File: config.mk
export PLATFORM = sky130hd
export DESIGN_NAME = pcm_tdm_serializer_flat
export DESIGN_NICKNAME = d
export VERILOG_FILES = /design/src/rtl/pcm_tdm_if.sv /design/src/rtl/pcm_tdm_serializer.sv /design/src/flat_wrapper.sv
export SDC_FILE = /design/constraint.sdc
export NUM_CORES = 1
export LEC_CHECK = 0
export ABC_CLOCK_PERIOD_IN_PS = 10700
export CAP_MARGIN = 15
export CORE_ASPECT_RATIO = 2
export CORE_MARGIN = 4
export CORE_UTILIZATION = 50
export DETAILED_ROUTE_END_ITERATION = 8
export GPL_ROUTABILITY_DRIVEN = 0
export PLACE_DENSITY = 0.7
export SYNTH_ARGS = -nofsm -noshare
export SYNTH_HDL_FRONTEND = slang
export SYNTH_SLANG_ARGS = --single-unit
File: constraint.sdc
create_clock -name clk -period 10.7 [get_ports clk]
set_input_delay 1.605 -clock clk [delete_from_list [all_inputs] [get_ports clk]]
set_output_delay 1.605 -clock clk [all_outputs]
set_load 0.01 [all_outputs]
File: src/rtl/pcm_tdm_if.sv
// pcm_tdm_if: frame input handshake and DAC-side pins of the PCM I2S/TDM serializer.
interface pcm_tdm_if #(
  parameter int NUM_CHANNELS = 2,
  parameter int SAMPLE_WIDTH = 16
);
  logic enable;
  logic [NUM_CHANNELS*SAMPLE_WIDTH-1:0] sample_data;
  logic sample_valid;
  logic sample_ready;
  logic serial_data_out;
  logic bit_clock_out;
  logic lr_select;
  logic frame_start;
  logic underrun;
  logic underrun_clear;
  modport master (
    output enable, sample_data, sample_valid, underrun_clear,
    input  sample_ready, serial_data_out, bit_clock_out, lr_select, frame_start, underrun
  );
  modport slave (
    input  enable, sample_data, sample_valid, underrun_clear,
    output sample_ready, serial_data_out, bit_clock_out, lr_select, frame_start, underrun
  );
endinterface

File: src/rtl/pcm_tdm_serializer.sv
// pcm_tdm_serializer: N-channel PCM to I2S/TDM serializer with divided bit clock, one-frame holding buffer, sticky underrun.
// Define PCM_SER_UNDERRUN_REPEAT_EN to replay the last played frame on underrun instead of silence.
module pcm_tdm_serializer #(
  parameter int SAMPLE_WIDTH = 16,
  parameter int SLOT_WIDTH   = 32,
  parameter int NUM_CHANNELS = 2,
  parameter int CLK_DIV      = 8,
  parameter int I2S_MODE     = 1
) (
  input logic clk,
  input logic reset_active_high,
  pcm_tdm_if.slave bus
);
  localparam int FRAME_BITS = NUM_CHANNELS*SLOT_WIDTH;
  localparam int FW = NUM_CHANNELS*SAMPLE_WIDTH;
  localparam int BW = $clog2(FRAME_BITS);
  localparam int DW = $clog2(CLK_DIV);
  localparam logic [BW-1:0] LAST_BIT = BW'(FRAME_BITS-1);
  localparam logic [BW-1:0] DELAY = BW'(I2S_MODE);
  localparam logic [BW-1:0] SLOT1 = BW'(SLOT_WIDTH);
  localparam logic [DW-1:0] LAST_DIV = DW'(CLK_DIV-1);
  localparam logic [DW-1:0] HALF_DIV = DW'(CLK_DIV/2);
`ifdef PCM_SER_UNDERRUN_REPEAT_EN
  localparam bit REPEAT = 1'b1;
`else
  localparam bit REPEAT = 1'b0;
`endif
  typedef enum logic {IDLE, RUN} state_t;
  state_t state, state_d;
  logic [DW-1:0] div_cnt;
  logic [BW-1:0] bit_idx;
  logic [FW-1:0] hold, frame;
  logic hold_full, prev_bit, underrun, frame_start;
  logic boundary, load, xfer, bit_now, tail_bit;
  function automatic logic frame_bit(input logic [FW-1:0] fr, input int p);
    int o;
    o = p % SLOT_WIDTH;
    return o < SAMPLE_WIDTH ? 1'(fr >> ((p / SLOT_WIDTH)*SAMPLE_WIDTH + SAMPLE_WIDTH-1-o)) : 1'b0;
  endfunction
  always_comb begin
    boundary = state == IDLE ? bus.enable : div_cnt == LAST_DIV && bit_idx == LAST_BIT;
    load = boundary && bus.enable;
    state_d = boundary ? (bus.enable ? RUN : IDLE) : state;
    xfer = bus.sample_valid && !hold_full;
    tail_bit = frame_bit(frame, FRAME_BITS-1);
    bit_now = I2S_MODE != 0 && bit_idx == '0 ? prev_bit : frame_bit(frame, int'(bit_idx - DELAY));
  end
  always_ff @(posedge clk or posedge reset_active_high)
    if (reset_active_high) state <= IDLE;
    else state <= state_d;
  // Counters wrap to 0 on their own at the frame boundary, so IDLE entry finds them cleared.
  always_ff @(posedge clk or posedge reset_active_high)
    if (reset_active_high) begin
      div_cnt <= '0;
      bit_idx <= '0;
      hold <= '0;
      hold_full <= 1'b0;
      frame <= '0;
      prev_bit <= 1'b0;
      underrun <= 1'b0;
      frame_start <= 1'b0;
    end else begin
      div_cnt <= state == IDLE || div_cnt == LAST_DIV ? '0 : div_cnt + 1'b1;
      bit_idx <= state == RUN && div_cnt == LAST_DIV ? (bit_idx == LAST_BIT ? '0 : bit_idx + 1'b1) : bit_idx;
      hold <= xfer ? bus.sample_data : hold;
      hold_full <= xfer || (hold_full && !load);
      frame <= load ? (hold_full ? hold : REPEAT ? frame : '0) : frame;
      prev_bit <= state_d == IDLE ? 1'b0 : load && state == RUN ? tail_bit : prev_bit;
      underrun <= (load && !hold_full) || (underrun && !bus.underrun_clear);
      frame_start <= load;
    end
  assign bus.sample_ready = !hold_full;
  assign bus.bit_clock_out = state == RUN && div_cnt >= HALF_DIV;
  assign bus.lr_select = state == RUN && (NUM_CHANNELS == 2 ? bit_idx >= SLOT1 : bit_idx == '0);
  assign bus.serial_data_out = state == RUN && bit_now;
  assign bus.frame_start = frame_start;
  assign bus.underrun = underrun;
endmodule

File: src/flat_wrapper.sv
// flat-port wrapper written by rule: the top's interface ports become plain ports
module pcm_tdm_serializer_flat 
#(
  parameter int SAMPLE_WIDTH = 16,
  parameter int SLOT_WIDTH   = 32,
  parameter int NUM_CHANNELS = 2,
  parameter int CLK_DIV      = 8,
  parameter int I2S_MODE     = 1
)
  (clk, reset_active_high, bus_enable, bus_sample_data, bus_sample_valid, bus_underrun_clear, bus_sample_ready, bus_serial_data_out, bus_bit_clock_out, bus_lr_select, bus_frame_start, bus_underrun);
  pcm_tdm_if #(.NUM_CHANNELS(NUM_CHANNELS), .SAMPLE_WIDTH(SAMPLE_WIDTH)) bus_i ();
  input logic clk;
  input logic reset_active_high;
  input wire logic [$bits(bus_i.enable)-1:0] bus_enable;
  input wire logic [$bits(bus_i.sample_data)-1:0] bus_sample_data;
  input wire logic [$bits(bus_i.sample_valid)-1:0] bus_sample_valid;
  input wire logic [$bits(bus_i.underrun_clear)-1:0] bus_underrun_clear;
  output wire logic [$bits(bus_i.sample_ready)-1:0] bus_sample_ready;
  output wire logic [$bits(bus_i.serial_data_out)-1:0] bus_serial_data_out;
  output wire logic [$bits(bus_i.bit_clock_out)-1:0] bus_bit_clock_out;
  output wire logic [$bits(bus_i.lr_select)-1:0] bus_lr_select;
  output wire logic [$bits(bus_i.frame_start)-1:0] bus_frame_start;
  output wire logic [$bits(bus_i.underrun)-1:0] bus_underrun;
  assign bus_i.enable = bus_enable;
  assign bus_i.sample_data = bus_sample_data;
  assign bus_i.sample_valid = bus_sample_valid;
  assign bus_i.underrun_clear = bus_underrun_clear;
  assign bus_sample_ready = bus_i.sample_ready;
  assign bus_serial_data_out = bus_i.serial_data_out;
  assign bus_bit_clock_out = bus_i.bit_clock_out;
  assign bus_lr_select = bus_i.lr_select;
  assign bus_frame_start = bus_i.frame_start;
  assign bus_underrun = bus_i.underrun;
  pcm_tdm_serializer #(.SAMPLE_WIDTH(SAMPLE_WIDTH), .SLOT_WIDTH(SLOT_WIDTH), .NUM_CHANNELS(NUM_CHANNELS), .CLK_DIV(CLK_DIV), .I2S_MODE(I2S_MODE)) u_core (.clk(clk), .reset_active_high(reset_active_high), .bus(bus_i));
endmodule
==> metrics.txt, run 1 <==
# TYPE chip_impl_metric gauge
chip_impl_info{name="outcome",value="finished clean"} 1
chip_impl_metric{name="dr_wl_cell",unit="µm"} 15.3
chip_impl_metric{name="required",unit="ps"} 9100
chip_impl_info{name="cp-end-kind",value="primary output"} 1
chip_impl_metric{name="pwr-share-comb",unit="%"} 12.9
chip_impl_metric{name="clock_path_buffers",unit=""} 2
chip_impl_metric{name="syn_avg_cell_area",unit="µm²"} 11.0
chip_impl_metric{name="fin_tns_setup",unit="ps"} 0
chip_impl_metric{name="power_leakage",unit="nW"} 2.05
chip_impl_metric{name="detail-route-antenna-nets",unit=""} 0
chip_impl_metric{name="route.final.wire_length",unit="mm"} 7.42
chip_impl_metric{name="syn_inst",unit=""} 351
chip_impl_metric{name="path_max_fanout",unit=""} 12
chip_impl_info{name="library_cell_occupying_the_most_area_in_the_post_synthesis_netlist",value="sky130_fd_sc_hd__dfrtp_1"} 1
chip_impl_metric{name="finalMaxSlewViolations",unit=""} 0
chip_impl_metric{name="insertion_delay",unit="ps"} 330
chip_impl_metric{name="fmaxAchievable",unit="MHz"} 151
chip_impl_metric{name="post-route-cell-area",unit="mm²"} 0.00461
chip_impl_metric{name="cts_buffers",unit=""} 9
chip_impl_metric{name="switchingPower",unit="W"} 0.000176
chip_impl_metric{name="drt_first_iter_violations",unit=""} 83
chip_impl_metric{name="finalCritPeriodShare",unit="%"} 62.0
chip_impl_info{name="crit_path_start_kind",value="flip-flop"} 1
chip_impl_metric{name="cts_repair_resize_count",unit=""} 0
chip_impl_metric{name="asyncSetResetFlopFracSynth",unit="%"} 100
chip_impl_info{name="tritoncts_clock_tree",value="yes"} 1
chip_impl_metric{name="cts.sink_count",unit=""} 77
chip_impl_metric{name="final_layout_size_suffix_gt1_share",unit="%"} 16.6
chip_impl_metric{name="area_growth",unit="%"} 19.8
chip_impl_metric{name="fp.coreArea",unit="mm²"} 0.00754
chip_impl_metric{name="globalRouteOverflowTotal",unit=""} 0
chip_impl_metric{name="antenna_found_initial",unit=""} 0
chip_impl_metric{name="fin_nets",unit=""} 437
chip_impl_metric{name="floorplan.initialDensity",unit="%"} 51.0
chip_impl_metric{name="yosysUniqueCellTypes",unit=""} 52
chip_impl_info{name="synth.area.top_cells",value="sky130_fd_sc_hd__dfrtp_1 (50%), sky130_fd_sc_hd__mux2_2 (9.4%), sky130_fd_sc_hd__nand2_1 (7.3%)"} 1
chip_impl_metric{name="route.vias.total",unit=""} 2664
chip_impl_metric{name="power_report.internal_total",unit="W"} 0.000589
chip_impl_metric{name="synth_top_area_share",unit="%"} 50.0
chip_impl_metric{name="cts.clk_slew.worst_paths",unit="ps"} 60
chip_impl_info{name="cp_cell_sequence",value="inv_1 > ha_1 > and3b_1 > ha_1 > inv_1 > ha_1 > inv_1 > ha_1 > fa_1 > or4b_1 > a221oi_1 > o2111ai_1 > nor4_1 > and4b_1 > clkdlybuf4s50_1"} 1
chip_impl_metric{name="number_of_enable_flip_flop_cells_after_synthesis",unit=""} 0
chip_impl_info{name="worst_path_slowest_cell",value="sky130_fd_sc_hd__dfrtp_1"} 1
chip_impl_metric{name="die_y",unit="µm"} 132
chip_impl_info{name="grt_setup_unrepaired",value="false"} 1
chip_impl_metric{name="finalWorstPathRequiredPeriod",unit="ps"} 6640
chip_impl_metric{name="worst_hold_slack",unit="ps"} 440
chip_impl_info{name="hold_class",value="flip-flop to flip-flop"} 1
chip_impl_metric{name="fillCellCount",unit=""} 640
chip_impl_metric{name="timing.critical_path.slowest_cell_delay",unit="ps"} 610
chip_impl_metric{name="p_per_area",unit="mW/mm²"} 166
chip_impl_metric{name="floorplan.io_pins",unit=""} 43
chip_impl_metric{name="ys_seq_elements",unit=""} 77
chip_impl_metric{name="htreeDepth",unit=""} 3
chip_impl_metric{name="p_sw_share",unit="%"} 23.0
chip_impl_metric{name="finClkSkew",unit="ps"} 4.38
chip_impl_metric{name="via_to_cell_ratio",unit=""} 5.49
chip_impl_metric{name="timing_worst_slew_pin_value",unit="ps"} 984
chip_impl_metric{name="critical_path.n_buffers_inverters",unit=""} 4
chip_impl_metric{name="drv.max_cap_violation_count",unit=""} 0
chip_impl_info{name="synth-main-ff-cell",value="sky130_fd_sc_hd__dfrtp_1"} 1
chip_impl_metric{name="timing_hold_violations_final",unit=""} 0
chip_impl_metric{name="yosys_warnings",unit=""} 0
chip_impl_info{name="top_family_by_delay_on_critical_path",value="adder cells"} 1
chip_impl_metric{name="antenna_cells_inserted",unit=""} 0
chip_impl_metric{name="cts.hold.buffers_added",unit=""} 0
chip_impl_metric{name="finalSetupViolations",unit=""} 0
chip_impl_metric{name="global_route.usage.total",unit="%"} 17.5
chip_impl_metric{name="drt_drc_violations_left",unit=""} 0
chip_impl_metric{name="grt_start_max_net_pins",unit=""} 78
chip_impl_metric{name="power.share.clock",unit="%"} 39.5
chip_impl_metric{name="seq_area_frac_synth",unit="%"} 50.0
chip_impl_metric{name="total_setup_buffers_inserted_after_cts",unit=""} 0
chip_impl_metric{name="netlist_area",unit="mm²"} 0.00385
chip_impl_metric{name="first_global_vias",unit=""} 2802
chip_impl_metric{name="drt-pass1-iter-count",unit=""} 4
chip_impl_metric{name="fp.dieW",unit="µm"} 70.0
chip_impl_metric{name="ir_drop",unit="µV"} 157
chip_impl_metric{name="io_buffer_count",unit=""} 42
chip_impl_info{name="cts.root.buffer_cell",value="sky130_fd_sc_hd__clkbuf_16"} 1
chip_impl_metric{name="power.total",unit="W"} 0.000764
chip_impl_metric{name="timing.max_slew.rel_slack",unit="%"} 34.1
chip_impl_info{name="worstSetupPathType",value="flip-flop to primary output"} 1
chip_impl_metric{name="power_frac_seq",unit="%"} 47.6
chip_impl_metric{name="dpl-instance-area",unit="mm²"} 0.00431
chip_impl_metric{name="placement_rows",unit=""} 45
chip_impl_metric{name="die_area",unit="mm²"} 0.00925
chip_impl_metric{name="critical_path_arrival",unit="ps"} 5030
chip_impl_metric{name="grt_pass1_wl",unit="mm"} 12.8
chip_impl_metric{name="hpwl",unit="mm"} 5.28
chip_impl_info{name="critical-path-top-cell-by-count",value="sky130_fd_sc_hd__ha_1"} 1
[state kept, by name, indices dropped and copies added, names as in the netlist]
signal	flops
u_core.state	1
u_core.hold_full	1
u_core.hold	32
u_core.bus.underrun	1
u_core.bus.frame_start	1
u_core.div_cnt	3
u_core.bit_idx	6
u_core.frame	32
[routing by layer]
metal	part of all wire [%]	up-vias	GRT usage (%)
met5	0	-	0
met4	2.4	0	8.53
met3	3.0	13	3.89
met2	56	44	31.7
met1	39	1329	18.9
li1	-	1278	-
[cell usage in the layout (no fill, tap or decap), types with 3 or more instances in the layout]
cell / Yosys / routed
sky130_fd_sc_hd__clkdlybuf4s50_1: 0 / 42
sky130_fd_sc_hd__nor2b_1: 5 / 4
sky130_fd_sc_hd__nor2_1: 4 / 4
sky130_fd_sc_hd__nor3_1: 3 / 3
sky130_fd_sc_hd__dfrtp_1: 77 / 77
sky130_fd_sc_hd__mux4_2: 4 / 4
sky130_fd_sc_hd__nand2b_1: 3 / 3
sky130_fd_sc_hd__and2_1: 3 / 3
sky130_fd_sc_hd__o21ai_0: 34 / 34
sky130_fd_sc_hd__inv_1: 12 / 11
sky130_fd_sc_hd__a21oi_1: 4 / 4
sky130_fd_sc_hd__buf_4: 0 / 3
sky130_fd_sc_hd__and3b_1: 5 / 5
sky130_fd_sc_hd__nand3_1: 3 / 3
sky130_fd_sc_hd__mux2_2: 32 / 32
sky130_fd_sc_hd__ha_1: 12 / 12
sky130_fd_sc_hd__xnor2_1: 4 / 4
sky130_fd_sc_hd__o21ai_1: 5 / 5
sky130_fd_sc_hd__nand2_1: 75 / 74
sky130_fd_sc_hd__clkbuf_16: 0 / 9
sky130_fd_sc_hd__mux4_1: 3 / 3
sky130_fd_sc_hd__conb_1: 1 / 4
sky130_fd_sc_hd__nor3b_1: 3 / 3
[power groups by stage]
stage / combinational [W] / clock (W) / sequential [W]
finish: 0.0000985 / 0.000302 / 0.000364
detailed placement: 0.0000998 / 0 / 0.000369
global placement: 0.0000953 / 0 / 0.000367
floorplan: 0.0000725 / 0 / 0.000360
global route: 0.000112 / 0.000322 / 0.000370
CTS: 0.000100 / 0.000310 / 0.000365
[worst paths after layout]
| path | start | end | slack (ps) | cells past startpoint |
|---|---|---|---|---|
| max in group asynchronous | reset_active_high | u_core.hold[22] | 8200 | 3 |
| worst min register to register | u_core.div_cnt[0] | u_core.div_cnt[0] | 440 | 1 |
| worst min-delay path | u_core.div_cnt[0] | u_core.div_cnt[0] | 440 | 1 |
| worst max register to register | u_core.div_cnt[0] | u_core.frame[0] | 8000 | 8 |
| worst max-delay path | u_core.bit_idx[0] | bus_serial_data_out | 4060 | 15 |
| min in group asynchronous | reset_active_high | u_core.frame[8] | 1870 | 3 |
[synthesized netlist by cell type, drive strengths merged (2+ instances only)]
master,number
nor3,3
dfrtp,77
a2111oi,3
xnor2,5
nor2b,5
xor2,3
o21ai,39
nand3b,2
nand4,2
a21o,2
a21oi,4
inv,12
or2,2
ha,12
nor2,4
nand2b,3
mux2,32
nand2,75
and2,4
clkbuf,22
nor3b,3
mux4,8
o2111ai,2
mux2i,2
and3b,5
nand3,3
[kinds of logic after synthesis]
kind of cell	count (synthesis)	synth area share (%)
buffers and inverters	35	4.13
xor gates and xnor gates	8	2.80
adders and majority gates	13	4.42
and+or+nand+nor	117	14.6
AOI/OAI and AO/OA	58	8.97
muxes	42	14.9
DFF	77	50.0
other	1	0.0974
[worst reg2reg max path, delay by kind of cell, from the launching register on]
| family | cells | cell delay [ps] |
|---|---|---|
| and+or+nand+nor | 4 | 1430 |
| DFF | 1 | 350 |
| AOI/OAI and AO/OA | 2 | 430 |
| adders and majority gates | 2 | 340 |
[through the flow]
stage	utilization [%]	setup WS [ps]	std cells
after global placement	57.2	4630	470
final	61.1	4060	485
after CTS	61.1	4090	485
after global routing	61.1	3660	485
after floorplan	-	5360	354
after detailed placement	57.2	4460	470
[final cells by class]
cell class | count | area (µm²) | share of cell area [%]
clock buffer | 11 | 253 | 5.48
inverter | 12 | 45.0 | 0.976
clock inverter | 4 | 47.5 | 1.03
tap | 94 | 118 | 2.55
sequential | 77 | 1930 | 41.8
timing repair buffer | 45 | 443 | 9.60
multi-input combinational | 242 | 1780 | 38.6
No activity file was read; power rests on OpenSTA's default activity.
==> run 2, diff against run 1 <==
--- a/config.mk
+++ b/config.mk
@@ -5,14 +5,14 @@
 export SDC_FILE = /design/constraint.sdc
 export NUM_CORES = 1
 export LEC_CHECK = 0
-export ABC_CLOCK_PERIOD_IN_PS = 10700
+export ABC_CLOCK_PERIOD_IN_PS = 5900
 export CAP_MARGIN = 15
 export CORE_ASPECT_RATIO = 2
 export CORE_MARGIN = 4
 export CORE_UTILIZATION = 50
 export DETAILED_ROUTE_END_ITERATION = 8
 export GPL_ROUTABILITY_DRIVEN = 0
-export PLACE_DENSITY = 0.7
+export PLACE_DENSITY = 0.73
 export SYNTH_ARGS = -nofsm -noshare
 export SYNTH_HDL_FRONTEND = slang
 export SYNTH_SLANG_ARGS = --single-unit
==> constraint.sdc (replaced) <==
create_clock -name clk -period 5.9 [get_ports clk]
set_input_delay 0.885 -clock clk [delete_from_list [all_inputs] [get_ports clk]]
set_output_delay 0.885 -clock clk [all_outputs]
set_load 0.01 [all_outputs]
==> run 2 against run 1 <==
  * Die area did not move
  * Clock-buffer cell count up 2
  * Largest power group unchanged
  * Largest cell class unchanged
  * Register-to-register slack worse by 4900 ps
  * Flip-flop and latch count unchanged
  * Sequential share of layout area down 0.36 points
  * Highest routed layer unchanged
  * Non-clock buffer count increased by 1
  * Power increased by 87%
  * Critical endpoint unchanged
  * Critical path type unchanged
==> metrics.txt, run 2 (synthesized netlist as in run 1, its figures left out) <==
# TYPE chip_impl_metric gauge
chip_impl_metric{name="cts.clk_slew.worst_paths",unit="ps"} 60
chip_impl_info{name="worst_path_slowest_cell",value="sky130_fd_sc_hd__or4b_1"} 1
chip_impl_info{name="globalRoute.busiestLayer",value="met2"} 1
chip_impl_metric{name="p_per_area",unit="mW/mm²"} 307
chip_impl_metric{name="io_buffer_count",unit=""} 42
chip_impl_metric{name="timing_hold_violations_final",unit=""} 0
chip_impl_metric{name="cts.sink_count",unit=""} 77
chip_impl_metric{name="first_global_vias",unit=""} 2764
chip_impl_metric{name="drv.max_cap_violation_count",unit=""} 0
chip_impl_info{name="worstSetupPathType",value="flip-flop to primary output"} 1
chip_impl_metric{name="grtUsageMet2",unit="%"} 28.7
chip_impl_metric{name="die_area",unit="mm²"} 0.00925
chip_impl_info{name="cts.root.buffer_cell",value="sky130_fd_sc_hd__clkbuf_16"} 1
chip_impl_metric{name="die_y",unit="µm"} 132
chip_impl_metric{name="grt_start_max_net_pins",unit=""} 78
chip_impl_metric{name="power_leakage",unit="nW"} 2.07
chip_impl_metric{name="fp.coreArea",unit="mm²"} 0.00754
chip_impl_metric{name="setup.reg_to_reg.worst_slack",unit="ps"} 3090
chip_impl_metric{name="floorplan.io_pins",unit=""} 43
chip_impl_info{name="cp-end-kind",value="primary output"} 1
chip_impl_metric{name="p_sw_share",unit="%"} 21.9
chip_impl_metric{name="finalMaxSlewViolations",unit=""} 0
chip_impl_metric{name="timing.critical_path.slowest_cell_delay",unit="ps"} 530
chip_impl_metric{name="globalRouteOverflowTotal",unit=""} 0
chip_impl_info{name="layout_commonest_cell",value="sky130_fd_sc_hd__dfrtp_1"} 1
chip_impl_metric{name="required",unit="ps"} 5020
chip_impl_metric{name="total_setup_buffers_inserted_after_cts",unit=""} 0
chip_impl_metric{name="route.final.wire_length",unit="mm"} 7.47
chip_impl_metric{name="global_route.usage.total",unit="%"} 17.1
chip_impl_metric{name="cts.hold.buffers_added",unit=""} 0
chip_impl_metric{name="floorplan.initialDensity",unit="%"} 51.0
chip_impl_metric{name="insertion_delay",unit="ps"} 330
chip_impl_metric{name="dr_wl_cell",unit="µm"} 15.3
chip_impl_metric{name="layout_setup_ws",unit="ps"} 371
chip_impl_metric{name="via_to_cell_ratio",unit=""} 5.54
chip_impl_info{name="top_regs",value="u_core.frame x32, u_core.hold x32, u_core.bit_idx x6"} 1
chip_impl_metric{name="power_report.internal_total",unit="W"} 0.00111
chip_impl_metric{name="pwr-share-comb",unit="%"} 12.4
chip_impl_info{name="tritoncts_clock_tree",value="yes"} 1
chip_impl_metric{name="finalSetupViolations",unit=""} 0
chip_impl_metric{name="placement_rows",unit=""} 45
chip_impl_metric{name="htreeDepth",unit=""} 3
chip_impl_info{name="critical-path-top-cell-by-count",value="sky130_fd_sc_hd__ha_1"} 1
chip_impl_metric{name="fp.dieW",unit="µm"} 70.0
chip_impl_metric{name="timing_worst_slew_pin_value",unit="ps"} 1010
chip_impl_info{name="outcome",value="finished clean"} 1
chip_impl_info{name="hold_class",value="flip-flop to flip-flop"} 1
chip_impl_metric{name="cts_repair_resize_count",unit=""} 0
chip_impl_metric{name="finalCritPeriodShare",unit="%"} 93.7
chip_impl_metric{name="drt_first_iter_violations",unit=""} 127
chip_impl_metric{name="drt-pass1-iter-count",unit=""} 4
chip_impl_metric{name="antenna_found_initial",unit=""} 0
chip_impl_metric{name="critical_path.n_buffers_inverters",unit=""} 3
chip_impl_metric{name="timing.max_slew.rel_slack",unit="%"} 32.6
chip_impl_metric{name="clock_path_buffers",unit=""} 2
chip_impl_metric{name="power_frac_seq",unit="%"} 46.3
chip_impl_metric{name="critical_path_arrival",unit="ps"} 4640
chip_impl_metric{name="fmaxAchievable",unit="MHz"} 181
chip_impl_metric{name="finClkSkew",unit="ps"} 6.74
chip_impl_metric{name="fin_tns_setup",unit="ps"} 0
chip_impl_metric{name="drt_drc_violations_left",unit=""} 0
chip_impl_metric{name="detail-route-antenna-nets",unit=""} 0
chip_impl_metric{name="finalWorstPathRequiredPeriod",unit="ps"} 5530
chip_impl_metric{name="hpwl",unit="mm"} 5.18
chip_impl_info{name="top_family_by_delay_on_critical_path",value="adder cells"} 1
chip_impl_info{name="most-common-layout-cells",value="sky130_fd_sc_hd__dfrtp_1 (77), sky130_fd_sc_hd__nand2_1 (74), sky130_fd_sc_hd__clkdlybuf4s50_1 (42)"} 1
chip_impl_metric{name="use_met3",unit="%"} 3.82
chip_impl_info{name="cp_cell_sequence",value="inv_1 > ha_1 > and3b_1 > ha_1 > inv_1 > ha_1 > xor2_1 > ha_1 > fa_1 > or4b_1 > a221oi_1 > o2111ai_1 > nor4_1 > and4b_1 > clkdlybuf4s50_1"} 1
chip_impl_metric{name="grt_pass1_wl",unit="mm"} 12.5
chip_impl_info{name="crit_path_start_kind",value="flip-flop"} 1
chip_impl_metric{name="place_ws",unit="ps"} 706
chip_impl_metric{name="path_max_fanout",unit=""} 5
chip_impl_metric{name="power.share.clock",unit="%"} 41.3
chip_impl_metric{name="antenna_cells_inserted",unit=""} 0
chip_impl_metric{name="fin_nets",unit=""} 438
chip_impl_metric{name="switchingPower",unit="W"} 0.000312
chip_impl_metric{name="cts_buffers",unit=""} 9
chip_impl_metric{name="final_layout_size_suffix_gt1_share",unit="%"} 16.8
chip_impl_metric{name="area_growth",unit="%"} 20.9
chip_impl_metric{name="route.vias.total",unit=""} 2697
chip_impl_metric{name="ir_drop",unit="µV"} 223
chip_impl_metric{name="grt.met1_usage",unit="%"} 18.8
## run 2: changes by cell type in the layout (fill, tap and decap cells not counted)
cell	change
sky130_fd_sc_hd__clkbuf_1	+2
sky130_fd_sc_hd__buf_4	+1
sky130_fd_sc_hd__bufinv_16	+1
sky130_fd_sc_hd__nor3_2	+1
sky130_fd_sc_hd__nor3_1	-1
sky130_fd_sc_hd__clkinv_2	-2
## run 2: power by group through the flow
stage / clock network [W] / registers, W / logic, W
floorplan: 0 / 0.000652 / 0.000132
global placement: 0 / 0.000665 / 0.000173
detailed placement: 0 / 0.000667 / 0.000179
CTS: 0.000599 / 0.000660 / 0.000180
global route: 0.000622 / 0.000670 / 0.000202
finish: 0.000589 / 0.000660 / 0.000177
## run 2: worst reg2reg max path, stage by stage (launching register included)
cell and delay, ps:
sky130_fd_sc_hd__dfrtp_1 350, sky130_fd_sc_hd__ha_1 160, sky130_fd_sc_hd__ha_1 200, sky130_fd_sc_hd__and2_1 290, sky130_fd_sc_hd__nand4_1 240, sky130_fd_sc_hd__o21ai_1 370, sky130_fd_sc_hd__nand2_2 640, sky130_fd_sc_hd__nand2_1 280
sky130_fd_sc_hd__o21ai_0 120
## run 2: final cells by class
type | count | area, µm²
Tap cell | 94 | 118
Clock inverter | 3 | 67.6
Multi-Input combinational cell | 242 | 1790
Timing Repair Buffer | 46 | 450
Sequential cell | 77 | 1930
Clock buffer | 13 | 260
Fill cell | 644 | 2890
Inverter | 12 | 45.0
## run 2: per-layer routing
metal	wire [µm]	part of all wire (%)	up-vias
met2	4010	54	61
met5	0	0	-
li1	-	-	1284
met3	230	3.1	27
met4	348	4.7	0
met1	2890	39	1325
## run 2: worst paths after layout
check | from | end | cells past startpoint
max | u_core.bit_idx[0] | bus_serial_data_out | 15
min | u_core.div_cnt[0] | u_core.div_cnt[0] | 1
max reg2reg | u_core.div_cnt[0] | u_core.frame[15] | 8
min reg2reg | u_core.div_cnt[0] | u_core.div_cnt[0] | 1
max in group asynchronous | reset_active_high | u_core.hold[19] | 3
min in group asynchronous | reset_active_high | u_core.hold[8] | 3
## run 2: through the flow
stage	cells	total power (W)	utilization [%]	hold slack, ps	instance area (µm²)
after floorplan	354	0.000784	-	414	3860
after global placement	471	0.000837	57.3	427	4320
after detailed placement	471	0.000847	57.3	440	4320
after CTS	487	0.00144	61.6	449	4650
after global routing	487	0.00149	61.7	462	4650
final	487	0.00143	61.7	442	4650
